`src/rtl/pipe_hazard_ctrl.sv`:
```
`default_nettype none
// ============================================================================
// Module      : pipe_hazard_ctrl
// Description : Stall/flush/debug-halt sequencer for a 5-stage RISC-V pipeline
//               with saturating load-use stall and redirect event counters.
// Revision    : 1.0 - initial release
// ============================================================================
module pipe_hazard_ctrl #(
  parameter int CNT_W = 16
) (
  input  logic             clk,
  input  logic             rst,
  input  logic             id_valid,
  input  logic [4:0]       id_rs1,
  input  logic [4:0]       id_rs2,
  input  logic             id_uses_rs2,
  input  logic             ex_memRead,
  input  logic [4:0]       ex_rd,
  input  logic             mem_branch_taken,
  input  logic             mem_jump,
  input  logic             dbg_halt_req,
  input  logic             dbg_step,
  output logic             pc_write,
  output logic             ifid_write,
  output logic             ifid_flush,
  output logic             idex_flush,
  output logic             exmem_flush,
  output logic             pipe_en,
  output logic             redirect,
  output logic             halted,
  output logic [CNT_W-1:0] stall_count,
  output logic [CNT_W-1:0] flush_count
);

  localparam logic [1:0]       c_ST_RUN  = 2'd0;
  localparam logic [1:0]       c_ST_HALT = 2'd1;
  localparam logic [1:0]       c_ST_STEP = 2'd2;
  localparam logic [CNT_W-1:0] c_CNT_ONE = {{(CNT_W-1){1'b0}}, 1'b1};
  localparam logic [CNT_W-1:0] c_CNT_MAX = {CNT_W{1'b1}};

  logic [1:0]       r_state;
  logic [1:0]       w_next_state;
  logic [CNT_W-1:0] r_stall_count;
  logic [CNT_W-1:0] r_flush_count;
  logic             w_lu;
  logic             w_rd;
  logic             w_active;

  assign w_lu = id_valid & ex_memRead & (ex_rd != 5'd0) &
                ((ex_rd == id_rs1) | (id_uses_rs2 & (ex_rd == id_rs2)));
  assign w_rd = mem_branch_taken | mem_jump;

  // The control outputs are forced inactive while reset is held low.
  assign w_active = rst & (r_state != c_ST_HALT);

  always_ff @(posedge clk or negedge rst) begin
    if (!rst) begin
      r_state <= c_ST_RUN;
    end else begin
      r_state <= w_next_state;
    end
  end

  always_comb begin
    w_next_state = r_state;
    case (r_state)
      c_ST_RUN: begin
        if (dbg_halt_req) w_next_state = c_ST_HALT;
      end
      c_ST_HALT: begin
        if (dbg_step)           w_next_state = c_ST_STEP;
        else if (!dbg_halt_req) w_next_state = c_ST_RUN;
      end
      c_ST_STEP: begin
        w_next_state = dbg_halt_req ? c_ST_HALT : c_ST_RUN;
      end
      default: w_next_state = c_ST_RUN;
    endcase
  end

  always_comb begin
    pc_write    = 1'b0;
    ifid_write  = 1'b0;
    ifid_flush  = 1'b0;
    idex_flush  = 1'b0;
    exmem_flush = 1'b0;
    pipe_en     = 1'b0;
    redirect    = 1'b0;
    halted      = (r_state == c_ST_HALT);
    if (w_active) begin
      pipe_en = 1'b1;
      if (w_rd) begin
        redirect    = 1'b1;
        pc_write    = 1'b1;
        ifid_write  = 1'b1;
        ifid_flush  = 1'b1;
        idex_flush  = 1'b1;
        exmem_flush = 1'b1;
      end else if (w_lu) begin
        idex_flush  = 1'b1;
      end else begin
        pc_write    = 1'b1;
        ifid_write  = 1'b1;
      end
    end
  end

  always_ff @(posedge clk or negedge rst) begin
    if (!rst) begin
      r_stall_count <= '0;
      r_flush_count <= '0;
    end else if (w_active) begin
      if (w_rd) begin
        if (r_flush_count != c_CNT_MAX) r_flush_count <= r_flush_count + c_CNT_ONE;
      end else if (w_lu) begin
        if (r_stall_count != c_CNT_MAX) r_stall_count <= r_stall_count + c_CNT_ONE;
      end
    end
  end

  assign stall_count = r_stall_count;
  assign flush_count = r_flush_count;

endmodule
`default_nettype wire

```
`config.mk`:
```
export PLATFORM = sky130hd
export DESIGN_NAME = pipe_hazard_ctrl
export DESIGN_NICKNAME = d
export VERILOG_FILES = /design/src/rtl/pipe_hazard_ctrl.sv
export SDC_FILE = /design/constraint.sdc
export NUM_CORES = 1
export LEC_CHECK = 0
export ABC_AREA = 1
export CAP_MARGIN = 20
export CORE_MARGIN = 3
export CORE_UTILIZATION = 35
export DETAILED_ROUTE_END_ITERATION = 16
export PLACE_DENSITY_LB_ADDON = 0.12
export SLEW_MARGIN = 30
export SYNTH_ARGS = -nofsm -noshare
export SYNTH_HDL_FRONTEND = slang
export SYNTH_SLANG_ARGS = --single-unit
```
`constraint.sdc`:
```
create_clock -name clk -period 1.9 [get_ports clk]
set_clock_uncertainty 0.15 [all_clocks]
set_input_delay 0.475 -clock clk [delete_from_list [all_inputs] [get_ports clk]]
set_output_delay 0.475 -clock clk [all_outputs]
set_load 0.01 [all_outputs]
```
==> results.sh <==
export IMPL_outcome="finished, violations left"
export IMPL_violations="setup timing"
export IMPL_synth_top_area_share_pct=37.88
export IMPL_grt_pass1_wl_mm=9.570
export IMPL_hold_violations=0
export IMPL_start_kind="input pin"
export IMPL_synth_nets=339
export IMPL_syn_area_per_cell_um2=7.175
export IMPL_diodes=0
export IMPL_grt_max_degree=35
export IMPL_rsz0062_at_grt="true"
export IMPL_die_w_um=86.11
export IMPL_synth_most_common_cell="nand2_1"
export IMPL_routed_via_density=4.574
export IMPL_worstPathRequired_ns=1.27
export IMPL_rrSetupSlack_ns=0.13
export IMPL_max_slew_worst_pin_slew_ns=0.4478
export IMPL_setup_viol=2
export IMPL_hold_class="in -> async"
export IMPL_ys_seq_area_share_pct=37.88
export IMPL_synth_xor_area_share_pct=10.92
export IMPL_cts_tree="built"
export IMPL_clock_sinks=34
export IMPL_drc_errors=0
export IMPL_first_pass_iters=4
export IMPL_cts_path_max_buffers=2
export IMPL_h_tree_depth=2
export IMPL_finalPower_uw=2248
export IMPL_routed_wl_mm=5.894
export IMPL_post_route_min_period_ns=1.924
export IMPL_synth_area_leader_cell="dfrtp_1"
export IMPL_drive_gt1_share_pct=30.93
export IMPL_ys_async_sr_fraction_pct=100.0
export IMPL_setup_ws_ns=-0.02430
export IMPL_grt_pass1_vias=2140
export IMPL_period_share_pct=101.3
export IMPL_fill_cells=580
export IMPL_post_drt_wl_per_cell_um=11.67
export IMPL_area_delta_synth_final_pct=56.32
export IMPL_gp_congestion=0.7861
export IMPL_antenna_found_initial=0
export IMPL_track_usage_pct=16.08
export IMPL_synthTopCellsByArea="dfrtp_1, nand2_1, xor2_1, inv_1, nor2_1"
export IMPL_holdBufCountCts=0
export IMPL_synth_top_family_by_area="simple AND/OR/NAND/NOR gates"
export IMPL_die_y_um=86.11
export IMPL_dp_hpwl_mm=4.035
export IMPL_cts_buffers=5
export IMPL_synth_compound_area_share_pct=1.671
export IMPL_num_rows=28
export IMPL_cellPowerDensity_mw_per_mm2=640.4
export IMPL_post_route_util_pct=57.93
export IMPL_design_final_nets=455
export IMPL_synth_top_flop_cell="dfrtp_1"
export IMPL_synthSimpleGateAreaFrac_pct=39.55
export IMPL_slew_viol_final=0
export IMPL_clock_fmax_mhz=519.7
export IMPL_relSlewSlack_pct=70.14
export IMPL_drt_iter0_drc=69
export IMPL_cp_max_fo=3
export IMPL_start_util_pct=37.06
export IMPL_ys_warn_count=0
export IMPL_clkTransAtPathRegs_ns=0.08
export IMPL_die_area_mm2=0.007414
export IMPL_ys_types=23
export IMPL_cp_arrival_ns=1.30
export IMPL_synthAdderAreaFrac_pct=1.114
export IMPL_netlist_area_mm2=0.002246
export IMPL_critical_path_class="in -> out"
export IMPL_end_kind="primary output"
export IMPL_clockRootBuffer="clkbuf_8"
export IMPL_clk_insertion_delay_late_ns=0.29
export IMPL_muxShareOfSynthArea_pct=0
export IMPL_max_cap_viol_count=0
export IMPL_port_buffers=63
export IMPL_vias=2310
export IMPL_synthTopCellsByCount="nand2_1, dfrtp_1, inv_1"
export IMPL_ir_drop_v=0.0006329
export IMPL_postRouteAntennaNets=0
export IMPL_synth_edff_count=0
export IMPL_io_pins=64
export IMPL_synth_seq_cells=34
export IMPL_core_mm2=0.006061
export IMPL_overflow=0
export IMPL_p_leak_uw=0.001814
export IMPL_synthCells=313
export IMPL_whs_ns=0.3012
state kept, by name, summed over array words and instances (netlist names):
name and count:
flush_count 16, r_state 2, stall_count 16
report_power, final:
group / leakage (uW) / internal (uW) / switching (uW) / total (uW)
Combinational: 0.00131 / 378 / 349 / 726
Sequential: 0.000447 / 803 / 52.0 / 855
Clock: 0.0000524 / 393 / 275 / 667
critical path, stage by stage:
cell	delay, ns
buf_6	0.10
nand2_1	0.07
nand2_1	0.06
nor2_2	0.11
nand3_2	0.10
nand2_4	0.10
nand3_4	0.06
nand2_2	0.06
inv_2	0.05
buf_6	0.11
worst paths after layout:
kind	from	to	cells past startpoint
min reg2reg	r_state[0]$_DFFE_PN0P_	r_state[0]$_DFFE_PN0P_	1
min	rst	stall_count[3]$_DFFE_PN0P_	2
max in group asynchronous	rst	flush_count[7]$_DFFE_PN0P_	2
min in group clk	r_state[0]$_DFFE_PN0P_	r_state[0]$_DFFE_PN0P_	1
max reg2reg	stall_count[0]$_DFFE_PN0P_	stall_count[5]$_DFFE_PN0P_	11
max	ex_rd[4]	pc_write	10
cell usage in the layout (no fill, tap or decap), types with 4 or more instances in the layout:
cell type / instances
buf_2: 7
buf_4: 48
buf_6: 13
clkbuf_8: 5
clkdlybuf4s50_1: 25
dfrtp_1: 29
dfrtp_2: 5
dlygate4sd2_1: 8
dlymetal6s2s_1: 4
inv_1: 27
inv_2: 12
nand2_1: 112
nand2_2: 7
nand3_1: 17
nand4_1: 4
nor2_1: 24
nor2_2: 14
nor2_4: 4
nor3_1: 8
o21ai_0: 4
xnor2_1: 9
xor2_1: 18
metal layers:
metal / vias up / track usage (%) / share of wire (%) / wire [um]
li1: 1190 / - / - / -
met1: 1069 / 20.45 / 45 / 2632
met2: 45 / 27.40 / 50 / 2945
met3: 6 / 3.554 / 4.4 / 258
met4: 0 / 4.317 / 1.0 / 59
met5: - / 0 / 0 / 0
per-stage QoR:
stage	instance area [um^2]	std cells	setup slack (ns)	TNS, ns
floorplan	2246	313	0.02594	0
global placement	3058	462	-0.8597	-14.04
detailed placement	3058	462	-0.8774	-14.89
CTS	3296	490	-0.05046	-0.09962
global route	3511	505	-0.09312	-0.4074
finish	3511	505	-0.02430	-0.04678
cell type report:
| class | count | area, um^2 | area share [%] |
|---|---|---|---|
| clock inverter | 1 | 30.03 | 0.8553 |
| multi-input combinational | 235 | 1279 | 36.42 |
| tap | 75 | 93.84 | 2.673 |
| inverter | 39 | 146.4 | 4.170 |
| sequential | 34 | 857.1 | 24.41 |
| timing repair buffer | 114 | 1028 | 29.29 |
| clock buffer | 7 | 76.32 | 2.174 |
what timing repair did:
| item | in CTS | in global routing |
|---|---|---|
| endpoints found under the setup margin | 50 | 39 |
| pin swaps | 26 | 20 |
| setup buffers | 20 | 14 |
| cloned | 0 | 1 |
| resized for setup | 127 | 28 |
cell families after synthesis:
family / Yosys count
xor gates and xnor gates: 28
adders and majority gates: 2
DFF: 34
AOI/OAI and AO/OA: 7
and+or+nand+nor: 197
buffers and inverters: 45
No activity file was read; power rests on OpenSTA's default activity.
